**config.mk**
```make
export PLATFORM = sky130hd
export DESIGN_NAME = alu_program_memory
export DESIGN_NICKNAME = d
export VERILOG_FILES = /design/src/rtl/alu_program_memory.sv
export SDC_FILE = /design/constraint.sdc
export NUM_CORES = 1
export LEC_CHECK = 0
export CORE_MARGIN = 1
export CORE_UTILIZATION = 35
export DETAILED_ROUTE_END_ITERATION = 10
export GPL_TIMING_DRIVEN = 0
export HOLD_SLACK_MARGIN = 0.12
export PLACE_DENSITY_LB_ADDON = 0.2
export SLEW_MARGIN = 15
export SYNTH_ARGS = -nofsm -noshare
export SYNTH_HDL_FRONTEND = slang
export SYNTH_SLANG_ARGS = --single-unit
```
**constraint.sdc**
```tcl
create_clock -name i_clk -period 2.9 [get_ports i_clk]
set_clock_uncertainty 0.2 [all_clocks]
set_input_delay 0.435 -clock i_clk [delete_from_list [all_inputs] [get_ports i_clk]]
set_output_delay 0.435 -clock i_clk [all_outputs]
set_load 0.01 [all_outputs]
```
**src/rtl/alu_program_memory.sv**
```systemverilog
// Unified program/data memory beside simple_ALU with a streaming loader.
// Define MEM_WR_FORWARD_EN for write-first reads on ALU writes.
module alu_program_memory #(
    parameter int ADDR_W = 6,
    parameter int DATA_W = 16
) (
    input  logic              i_clk,
    input  logic              i_rst,
    input  logic [15:0]       i_memAddr,
    input  logic [DATA_W-1:0] i_memData,
    input  logic              i_memWrEnable,
    output logic [DATA_W-1:0] o_memData,
    input  logic              i_loadValid,
    input  logic [DATA_W-1:0] i_loadData,
    input  logic              i_loadLast,
    output logic              o_loadReady,
    output logic [ADDR_W:0]   o_loadCount,
    output logic              o_cpuRst
);

    localparam int DEPTH = 1 << ADDR_W;

    typedef enum logic [1:0] {
        LOAD,
        RELEASE,
        RUN
    } state_t;

    state_t state, state_nx;

    logic [ADDR_W-1:0] ptr;
    logic [ADDR_W-1:0] addr;
    logic [DATA_W-1:0] mem [DEPTH];
    logic              ld_xfer;
    logic              alu_wr;
    logic              unused_addr;

    assign addr        = i_memAddr[ADDR_W-1:0];
    assign unused_addr = ^i_memAddr[15:ADDR_W];

    always_comb begin
        state_nx    = state;
        o_loadReady = 1'b0;
        o_cpuRst    = 1'b1;
        ld_xfer     = 1'b0;
        alu_wr      = 1'b0;
        unique case (state)
            LOAD: begin
                o_loadReady = 1'b1;
                ld_xfer     = i_loadValid;
                // Last word flagged or top address written ends the load
                if (ld_xfer && (i_loadLast || (&ptr)))
                    state_nx = RELEASE;
            end
            RELEASE: begin
                state_nx = RUN;
            end
            RUN: begin
                o_cpuRst = 1'b0;
                alu_wr   = i_memWrEnable;
            end
            default: begin
                state_nx = LOAD;
            end
        endcase
    end

    always_ff @(posedge i_clk) begin
        if (i_rst) begin
            state       <= LOAD;
            ptr         <= '0;
            o_loadCount <= '0;
        end else begin
            state <= state_nx;
            if (ld_xfer) begin
                if (!(&ptr))
                    ptr <= ptr + 1'b1;
                if (o_loadCount != (ADDR_W+1)'(DEPTH))
                    o_loadCount <= o_loadCount + 1'b1;
            end
        end
    end

    always_ff @(posedge i_clk) begin
        if (!i_rst) begin
            if (ld_xfer)
                mem[ptr] <= i_loadData;
            else if (alu_wr)
                mem[addr] <= i_memData;
        end
    end

    always_ff @(posedge i_clk) begin
        if (i_rst) begin
            o_memData <= '0;
        end else begin
`ifdef MEM_WR_FORWARD_EN
            o_memData <= alu_wr ? i_memData : mem[addr];
`else
            o_memData <= mem[addr];
`endif
        end
    end

endmodule

```
# Yosys cells after proc, flatten, opt, wreduce, memory -nomap -nowiden
# Memory sizes are Yosys's and may differ from the RTL's. A register that Yosys moved wholly into a read port is not among the register bits.
# Cells that the tools add are included.
dict set report classes {
  addsub 2
  n_eq_ne 4
  mux 16
  bitwise 2
  n_reduce_logical 8
}
# op n
set op_table {}
lappend op_table {{$mux W16} 1}
lappend op_table {{$reduce_or A16 Y1} 1}
lappend op_table {{$mux W1} 12}
lappend op_table {{$add A7 B1 Y7 const B} 1}
lappend op_table {{$ne A7 B7 Y1 const B} 1}
lappend op_table {{$add A6 B1 Y6 const B} 1}
lappend op_table {{$mux W6} 1}
lappend op_table {{$pmux W2 S3} 1}
lappend op_table {{$reduce_and A2 Y1} 3}
lappend op_table {{$reduce_and A6 Y1} 1}
lappend op_table {{$eq A2 B1 Y1 const B} 1}
lappend op_table {{$eq A2 B2 Y1 const B} 1}
lappend op_table {{$logic_not A2 Y1} 1}
lappend op_table {{$mux W2} 1}
lappend op_table {{$ne A2 B2 Y1 const B} 1}
lappend op_table {{$not A1 Y1} 2}
lappend op_table {{$logic_and A1 B1 Y1} 1}
lappend op_table {{$logic_or A1 B1 Y1} 1}
dict set report word_totals {
  ff_bits 15
  ram_bits 1024
  inputBits 53
  output_inout_bits 25
  word_cells 36
  n_memories 1
}
# name depth width rd rd_ports_with_merged_regs wr line_no
set memory_table {}
lappend memory_table {mem 64 16 1 1 1 33} ;# logic [DATA_W-1:0] mem [DEPTH];

# Logic depth before layout (Yosys ltp)
# Gate-level depths: netlist of the first run.
dict set report logic_depth {
  ltp_word 8
  mapped_depth 9
  depth_no_buf 6
}

# Worst setup path after synthesis of the first run
# No wires, ideal clock.
dict set report synth_path {
  path_type {input to register}
  from {input port i_rst}
  to {memory mem[44][0] (enable)}
  t_arrival_ns 2.530
  slack_ns -0.218
  cell_stages 7
  n_path_buf 2
  path_cell_list {buf_2 > nor4bb_4 > buf_6 > mux2_2 > nor4_2 > nand2_1 > nor2_1}
}
dict set report synth_via {
  elab_chain_len 4
  elab_cells_between_ends 7
  cone_classes {mux: 6; reduce/logical: 1}
}
# item line_no
set synth_lines {}
lappend synth_lines {{start, declared} 8} ;# input logic i_rst,
lappend synth_lines {{$mux W1} 85} ;# if (!i_rst) begin
lappend synth_lines {{$mux W1 (not written as such)} 89} ;# mem[addr] <= i_memData;
lappend synth_lines {{$reduce_or A16 Y1 (no source line)} n/a}
lappend synth_lines {{$mux W6 (no source line) or $mux W1 (tied branches)} n/a}
lappend synth_lines {{end, declared} 33}
# Several ways; a longest one is shown, not always the timed one.

==> key figures, run 1 <==
Status
  • Status: complete, but fails checks
  • Failing checks: design-rule violations, negative setup slack

Power
  • P_leak: about 16 nW
  • Worst VDD drop: between 400 and 500 uV
  • Final Power: roughly 33 mW
  • PD cells: 661 nW/um2

Timing
  • Max Fclk: about 330 MHz
  • Max Slew Vio Count: 0
  • Post-route setup slack: -165 ps
  • Worst slew margin: between 10 and 15%
  • RSZ-0062 raised after global routing: yes
  • Tmin final: around 3000 ps
  • Final worst-path cycle share: 106%
  • Worst slew pin tran: approximately 1300 ps
  • Final count of hold timing violations: 0
  • Final setup TNS: -397 ps
  • Final setup violation count: 6

Die
  • Die X: roughly 340 um
  • Number of placement rows: 124
  • Die height: roughly 340 um
  • Placeable Area: around 110,000 um2
  • DIE AREA: around 120,000 um2
  • I/O pin cnt: between 70 and 80
  • Initial Utilization: 35.4%

Detailed routing
  • Drt initial violations: approximately 2,500
  • Via/cell ratio: around 5.5
  • Vias: between 20,000 and 25,000
  • WL final: ~120 mm
  • Drt wl/cell: around 31 um
  • 1st-pass router iterations: 10
  • Antenna Nets Post-Route: 0
  • DR DRC count: 2

Logic synthesis
  • Synth warnings: 0
  • Post-synth top area share: about three quarters
  • #FFs+latches synth: about 1,100
  • Cells after synthesis: ~1,800
  • Post-synth top flop: edfxtp_1
  • Top post-synthesis cells by area: edfxtp_1 (76%), mux4_2 (14%), mux2i_1 (1.7%)
  • Post-Synthesis Cell Area: 40,600 um2
  • Post-synth EDFFs: between 1,000 and 1,500
  • Post-synthesis area per instance: roughly 22 um2
  • Area leader, netlist: edfxtp_1
  • Register area share after synthesis: slightly below 80%
  • Netlist cell types: 48
  • Ys async rst share: 0%
  • Syn nets: about 1,900

Finish
  • Share of layout cells above drive strength 1: approximately a third
  • Nets: ~2,200
  • Most frequent cells in the layout: edfxtp_1 (1,024), mux4_2 (256), clkbuf_16 (110), buf_4 (86), mux2i_1 (66)
  • Area delta synth->final: 21.4%
  • Most common cell after layout, fill and taps aside: edfxtp_1
  • Post-route design area: a little under 50,000 um2

Global route
  • Initial antenna violation count: 2
  • Largest net degree at the start of global routing: 65
  • Vias in the first global route: ~21,000
  • Grt total ovfl: 0
  • Gr usage total: ~20%
  • First-pass GRT wire length: around 160 mm

Critical path
  • Critical path depth: 8
  • Buf/Inv on CP: 3
  • Most used cell, CP: clkbuf_1
  • Slowest CP cell: o22ai_1
  • Reg2reg start: state[0]$_SDFFE_PP0P_
  • Reg2reg path depth: 7
  • Worst Setup SP: i_memAddr[3]
  • CP arrival: about 3400 ps
  • Critical-path cell list: clkbuf_1 > buf_2 > nand3_2 > clkbuf_1 > o22ai_1 > a211oi_1 > nand2_1 > o21ai_1
  • Crit path capture type: flip-flop
  • Critical path's largest stage delay: between 500 and 600 ps
  • Worst-path fanout max: 10
  • Startpoint types: primary input
  • WP data required: around 3200 ps
  • Critical path's top delay family: buffers and inverters
  • Worst flop-to-flop path endpoint: mem[51][0]$_DFFE_PP_
  • Critical path destination: o_memData[0]$_SDFF_PP0_
  • Crit Path Category: in -> reg
  • R2R Setup Slk: 50 ps

Hold path
  • Min-delay worst type: in -> reg

Clock network
  • Sink Count: 1,055
  • Worst-skew pair later-pin latency: 690 ps
  • Clk slew on worst S/H paths: approximately 60 ps
  • Clock Tree Buf Depth: 3
  • CTS buffer count: 107
  • CTS tree: built
  • CTS root buf: clkbuf_16
  • H-tree levels: 3

Placed design
  • Port Buffers: about 60
  • DP Area: ~44,000 um2
  • Global placement routability congestion: between 0.8 and 0.9
  • HPWL Detailed: 74.7 mm

Run
  • Max-cap violations: 0
[power by group]
part,leakage [nW],internal [mW],total [mW],switching (mW)
Sequential,9.46,16.8,16.8,0.0273
Clock,1.71,8.07,13.9,5.79
Combinational,4.46,0.654,1.86,1.21
[cell type report]
cell class / instances / area [um2]
inverter: 4 / 15.0
multi-input combinational: 679 / 9410
clock inverter: 76 / 721
antenna: 4 / 10.0
timing repair buffer: 196 / 2440
buffer: 94 / 616
clock buffer: 124 / 2810
fill: 9729 / 65400
sequential: 1055 / 31400
tap: 1512 / 1890
[stage by stage]
stage	utilization (%)	setup WS [ps]	hold WS (ps)	std cells
after floorplan	-	-218	325	1833
after global placement	37.7	-1850	329	3406
after detailed placement	38.1	-1420	331	3434
after CTS	42.6	-162	190	3702
after global routing	43.0	-79.6	239	3740
final	43.0	-165	222	3744
[kinds of logic after synthesis]
family	synth area share, %
flops	77.3
mux	16.6
simple gates	2.03
compound gates	2.27
buf+inv	1.49
xor+xnor	0.216
fa+ha+maj	0.0925
[layer usage]
layer	wire length (um)	global-route usage (%)
met3	8770	3.85
met4	3230	5.97
met2	55200	31.4
met5	12	0
met1	49300	28.0
[what timing repair did]
item / CTS / global route
gates resized for setup: 106 / 23
pin swaps: 49 / 18
hold buffers: 2 / 0
endpoints found under the hold margin: 5 / 0
setup buffers: 67 / 38
endpoints found under the setup margin: 1225 / 1932
[registers in the layout, indices dropped and copies added, names as in the netlist]
register and cells:
o_memData 16, state 2, ptr 6, mem 1024, o_loadCount 7
[Yosys cell counts (3+ instances only)]
cell,count
o21a_1,3
buf_4,24
edfxtp_1,1024
xor2_1,6
nand3b_1,7
a22o_1,9
ha_1,3
inv_1,4
nand3_1,9
nand2_1,36
a211o_1,6
a21o_1,5
nand4_1,3
or3_1,4
nor2b_1,4
nor2_1,84
o21ai_1,5
a31oi_1,4
o21ai_0,3
buf_2,28
mux2_2,26
mux2i_1,68
o41ai_1,3
and3_1,3
buf_1,4
dfxtp_1,31
a211oi_1,16
o22ai_1,60
nand2b_1,7
buf_6,13
mux4_2,256
xnor2_1,4
clkbuf_1,25
nor4_1,5
a21oi_1,24
or3b_2,4
[how the worst min path moves through the flow]
| stage | slack [ps] | depth (start not counted) | end | startpoint |
|---|---|---|---|---|
| 3_5_place_dp | 330 | 2 | o_loadCount[6]$_SDFFE_PP0P_ | o_loadCount[6]$_SDFFE_PP0P_ |
| 3_3_place_gp | 330 | 2 | o_loadCount[6]$_SDFFE_PP0P_ | o_loadCount[6]$_SDFFE_PP0P_ |
| 6_report | 220 | 3 | state[0]$_SDFFE_PP0P_ | i_loadLast |
| 4_1_cts | 190 | 3 | state[0]$_SDFFE_PP0P_ | i_loadLast |
| 5_1_grt | 240 | 3 | state[0]$_SDFFE_PP0P_ | i_loadLast |
| 2_1_floorplan | 320 | 3 | ptr[3]$_SDFFE_PP0P_ | ptr[3]$_SDFFE_PP0P_ |
[worst register-to-register path, stage by stage (launching register included)]
cell and delay [ps]:
dfxtp_2 370, nor4bb_4 300, buf_6 180, mux2i_4 410
nor2b_2 320, nand2_2 300, nor2_4 260, buf_8 180
(Power assumes the default switching activity.)
==> run 2: changes to the inputs <==
- GPL_TIMING_DRIVEN: 0 -> unset
- RECOVER_POWER: unset -> 100
- SLEW_MARGIN: 15 -> 20
==> key figures, run 2 (synthesized netlist as in run 1, its figures left out) <==
Status
  • Status: complete, but fails checks
  • Failing checks: design-rule violations

Timing
  • Worst slew pin tran: roughly 870 ps
  • Final worst-path cycle share: approximately 96%
  • Tmin final: 2790 ps
  • Max Fclk: between 300 and 400 MHz
  • Max Slew Vio Count: 0
  • Final count of hold timing violations: 0
  • RSZ-0062 raised after global routing: no
  • Worst slew margin: 42.1%
  • Worst hold margin: between 200 and 250 ps
  • Final setup violation count: 0

Critical path
  • Critical path's top delay family: buffers and inverters
  • Buf/Inv on CP: 4
  • R2R Setup Slk: ~110 ps
  • Critical-path cell list: nor4bb_4 > buf_12 > mux2_2 > nor2_1 > buf_4 > nand2_1 > clkbuf_4 > nor2_1 > clkbuf_4
  • Crit path capture type: flip-flop
  • Critical path's largest stage delay: ~400 ps
  • Reg2reg path depth: 9
  • Worst-path fanout max: 16
  • WP data required: around 3000 ps
  • Reg2reg start: state[0]$_SDFFE_PP0P_
  • CP arrival: 2930 ps
  • Crit Path Category: reg -> reg
  • Startpoint types: flip-flop
  • Slowest CP cell: nor4bb_4
  • Worst flop-to-flop path endpoint: mem[2][10]$_DFFE_PP_

Global route
  • First-pass GRT wire length: around 150 mm
  • Vias in the first global route: approximately 21,000
  • Gr usage total: between 10% and 20%
  • Layer with the highest usage: met2
  • Met2 Use GR: 26.9%
  • Met3 global-route usage: 2.64%
  • Grt total ovfl: 0
  • Largest net degree at the start of global routing: 65
  • Grt met1 use: between 20% and 30%
  • Initial antenna violation count: 6

Clock network
  • Clock Tree Buf Depth: 3
  • CTS root buf: clkbuf_16
  • Count of cells resized by post-cts repair: 0
  • CTS tree: built
  • CTS buffer count: between 100 and 150
  • Setup Fix Bufs, Post-CTS: 0
  • Sink Count: 1,055
  • Clk slew on worst S/H paths: around 60 ps
  • Worst-skew pair later-pin latency: ~680 ps
  • Post-CTS Hold Buffers: 0
  • H-tree levels: 3

Finish
  • Top reg by flops: mem
  • Post-Layout Cell Count: roughly 3,800
  • Nets: between 2,000 and 2,500
  • Largest register FFs: around 1,000
  • Filler Cells Inserted: slightly below 10,000
  • Share of layout cells above drive strength 1: a little under a third
  • Most frequent cells in the layout: edfxtp_1 (1,024), mux4_2 (256), buf_4 (157), clkbuf_16 (110), nor2_1 (73)
  • Most common cell after layout, fill and taps aside: edfxtp_1
  • Post-route design area: 49,300 um2
  • Area delta synth->final: 21.5%
  • Biggest regs: mem (1024), o_memData (16), o_loadCount (7)

Detailed routing
  • WL final: 99.7 mm
  • DR DRC count: 2
  • Drt initial violations: roughly 1,600
  • Via/cell ratio: 5.17
  • 1st-pass router iterations: 8
  • Drt wl/cell: 26.2 um
  • Antenna Nets Post-Route: 0
  • Vias: slightly below 20,000

Power
  • Worst VDD drop: between 400 and 500 uV
  • P_leak: 15.9 nW
  • PD cells: roughly 670 nW/um2

Die
  • Die height: roughly 340 um
  • Number of placement rows: roughly 120
  • Initial Utilization: between 30% and 40%
  • Die X: approximately 340 um
  • Placeable Area: between 100,000 and 150,000 um2
  • I/O pin cnt: 78
  • DIE AREA: approximately 120,000 um2

Placed design
  • Port Buffers: 67
  • DP Area: around 46,000 um2
  • Placed cell count: roughly 3,600
  • Global placement routability congestion: around 0.82
  • HPWL Detailed: ~64 mm

Run
  • Max-cap violations: 0

Hold path
  • Min-delay worst type: in -> reg
  • Hold path cells: 3
  • Min-delay src: i_loadLast
  • Hold Crit Endpoint: state[0]$_SDFFE_PP0P_
## run 2: worst min-delay path, stage by stage
cell	delay, ps
clkdlybuf4s50_1	400
a31oi_1	160
nor3_1	60
## run 2: final cells by class
cell class                      count  area (um2)  share of cell area (%)
Clock inverter                     68         830                    1.68
Inverter                            4        15.0                  0.0304
Clock buffer                      132        2880                    5.83
Multi-Input combinational cell    679        8660                    17.6
Tap cell                         1512        1890                    3.84
Timing Repair Buffer              354        3670                    7.44
Sequential cell                  1055       31400                    63.6
Antenna cell                        1        2.50                 0.00507
## run 2: metal layers
| metal | vias to the layer above | share of wire, % |
|---|---|---|
| li1 | 8500 | - |
| met1 | 10478 | 46 |
| met2 | 557 | 47 |
| met3 | 125 | 5.3 |
| met4 | 2 | 2.1 |
| met5 | - | 0.011 |
## run 2: power by group
group	switching (mW)	internal [mW]	leakage, nW
Sequential	0.0252	16.8	9.46
Clock	5.70	8.71	1.81
Combinational	1.09	0.813	4.66
## run 2: through the flow
stage                     power, mW  worst slack, ps  util, %  TNS [ps]
final                          33.1              106     43.0         0
after global routing           34.1             11.2     43.0         0
after CTS                      33.6              126     43.6         0
after detailed placement       19.2             -438     40.4   -319220
after global placement         19.1             -488     40.4   -342670
after floorplan                18.1             -218        -    -98370
## run 2: worst max path at each step
stage	from	end	slack [ps]	cells after the start
3_5_place_dp	i_memWrEnable	mem[44][8]$_DFFE_PP_	-440	8
4_1_cts	state[0]$_SDFFE_PP0P_	mem[43][1]$_DFFE_PP_	130	7
6_report	state[0]$_SDFFE_PP0P_	mem[2][10]$_DFFE_PP_	110	9
2_1_floorplan	i_rst	mem[46][0]$_DFFE_PP_	-220	7
3_3_place_gp	i_memWrEnable	mem[44][11]$_DFFE_PP_	-490	8
5_1_grt	state[0]$_SDFFE_PP0P_	mem[45][3]$_DFFE_PP_	10	7
==> run 3: changes to the inputs <==
- CORE_ASPECT_RATIO: unset -> 1.2
- CORE_UTILIZATION: 35 -> 55
==> key figures, run 3 (synthesized netlist as in run 1, its figures left out) <==
Finish
  • Most frequent cells in the layout: edfxtp_1 (1,024), mux4_2 (256), buf_4 (137), clkbuf_16 (99), nor2_1 (72)
  • Area delta synth->final: 16.7%
  • Post-route design area: around 47,000 um2
  • Share of layout cells above drive strength 1: between 30% and 40%
  • Post-Layout Cell Count: 3,179
  • Nets: 2,219
  • Biggest regs: mem (1024), o_memData (16), o_loadCount (7)
  • Fin util: 65.2%
  • Antenna cells: 0
  • Largest register FFs: around 1,000
  • Top reg by flops: mem
  • Most common cell after layout, fill and taps aside: edfxtp_1

Timing
  • RSZ-0062 raised after global routing: no
  • Max Slew Vio Count: 0
  • Tmin final: just under 3000 ps
  • Max Fclk: around 340 MHz
  • Worst slew pin tran: approximately 800 ps
  • Final setup TNS: -108 ps
  • Final count of hold timing violations: 0
  • Worst slew margin: 47.1%
  • Post-route setup slack: -47.9 ps
  • Final setup violation count: 3
  • Final worst-path cycle share: 102%

Clock network
  • CTS tree: built
  • Count of cells resized by post-cts repair: 0
  • Setup Fix Bufs, Post-CTS: 0
  • Sink Count: 1,055
  • CTS root buf: clkbuf_16
  • Clock Tree Buf Depth: 3
  • Clk slew on worst S/H paths: about 60 ps
  • Post-CTS Hold Buffers: 0
  • Worst-skew pair later-pin latency: 650 ps
  • H-tree levels: 3
  • CTS buffer count: just under 100

Placed design
  • Placed cell count: roughly 3,000
  • DP Area: approximately 45,000 um2
  • HPWL Detailed: approximately 59 mm
  • Port Buffers: 67
  • Global placement routability congestion: between 0.9 and 1

Detailed routing
  • Via/cell ratio: approximately 6.3
  • 1st-pass router iterations: 5
  • Antenna Nets Post-Route: 0
  • Vias: 19,975
  • Drt initial violations: between 2,000 and 2,500
  • DR DRC count: 0
  • WL final: 93.5 mm
  • Drt wl/cell: roughly 30 um

Die
  • Initial Utilization: between 50 and 60%
  • DIE AREA: ~75,000 um2
  • I/O pin cnt: just under 80
  • Die height: around 300 um
  • Number of placement rows: 108
  • Placeable Area: slightly above 70,000 um2
  • Die X: around 250 um

Power
  • P_leak: 15.3 nW
  • PD cells: roughly 660 nW/um2
  • Worst VDD drop: approximately 480 uV

Critical path
  • Crit Path Category: in -> reg
  • Startpoint types: primary input
  • Worst-path fanout max: 13
  • Crit path capture type: flip-flop
  • WP data required: about 3300 ps
  • CP arrival: 3300 ps

Global route
  • Initial antenna violation count: 1
  • Vias in the first global route: around 20,000
  • Largest net degree at the start of global routing: between 60 and 70
  • First-pass GRT wire length: 138 mm
  • Gr usage total: 25.7%
  • Grt total ovfl: 0

Status
  • Status: complete, but fails checks
  • Failing checks: negative setup slack

Run
  • Max-cap violations: 0

Hold path
  • Min-delay worst type: in -> reg
-- run 3: metal layers --
layer / track usage [%] / vias up / wire length (um)
li1: - / 8401 / -
met1: 36.1 / 10467 / 36400
met2: 41.6 / 961 / 46100
met3: 4.46 / 146 / 8190
met4: 8.43 / 0 / 2870
met5: 0 / - / 0
-- run 3: through the flow --
step	power (mW)	setup slack, ps	hold slack, ps
floorplan	18.1	-218	325
global placement	19.0	-369	329
detailed placement	19.0	-420	346
CTS	31.6	174	222
global route	32.2	1.00	279
finish	31.3	-47.9	264
-- run 3: critical path: stages --
cell	delay, ps
clkdlybuf4s50_1	450
clkbuf_1	310
clkbuf_1	610
or3b_2	260
buf_4	130
o22ai_1	70
buf_4	140
a211oi_1	560
a21o_1	310
-- run 3: layout make-up --
| cell class | instances | area [um2] |
|---|---|---|
| Clock inverter | 67 | 652 |
| Multi-Input combinational cell | 679 | 8660 |
| Clock buffer | 113 | 2530 |
| Tap cell | 935 | 1170 |
| Inverter | 4 | 15.0 |
| Fill cell | 4753 | 25300 |
| Timing Repair Buffer | 326 | 2970 |
| Sequential cell | 1055 | 31400 |
-- run 3: worst paths after layout --
kind / startpoint / to / slack, ps / cells after the start
worst max-delay path: i_memAddr[3] / o_memData[2]$_SDFF_PP0_ / -50 / 9
worst min register to register: o_loadCount[6]$_SDFFE_PP0P_ / o_loadCount[6]$_SDFFE_PP0P_ / 370 / 2
worst min-delay path: i_loadLast / state[0]$_SDFFE_PP0P_ / 260 / 3
worst max register to register: state[0]$_SDFFE_PP0P_ / mem[25][7]$_DFFE_PP_ / 90 / 8
-- run 3: report_power, final --
group | switching (mW) | internal (mW)
clock | 5.41 | 7.33
sequential | 0.0247 | 16.8
combinational | 1.04 | 0.737
total | 6.48 | 24.9
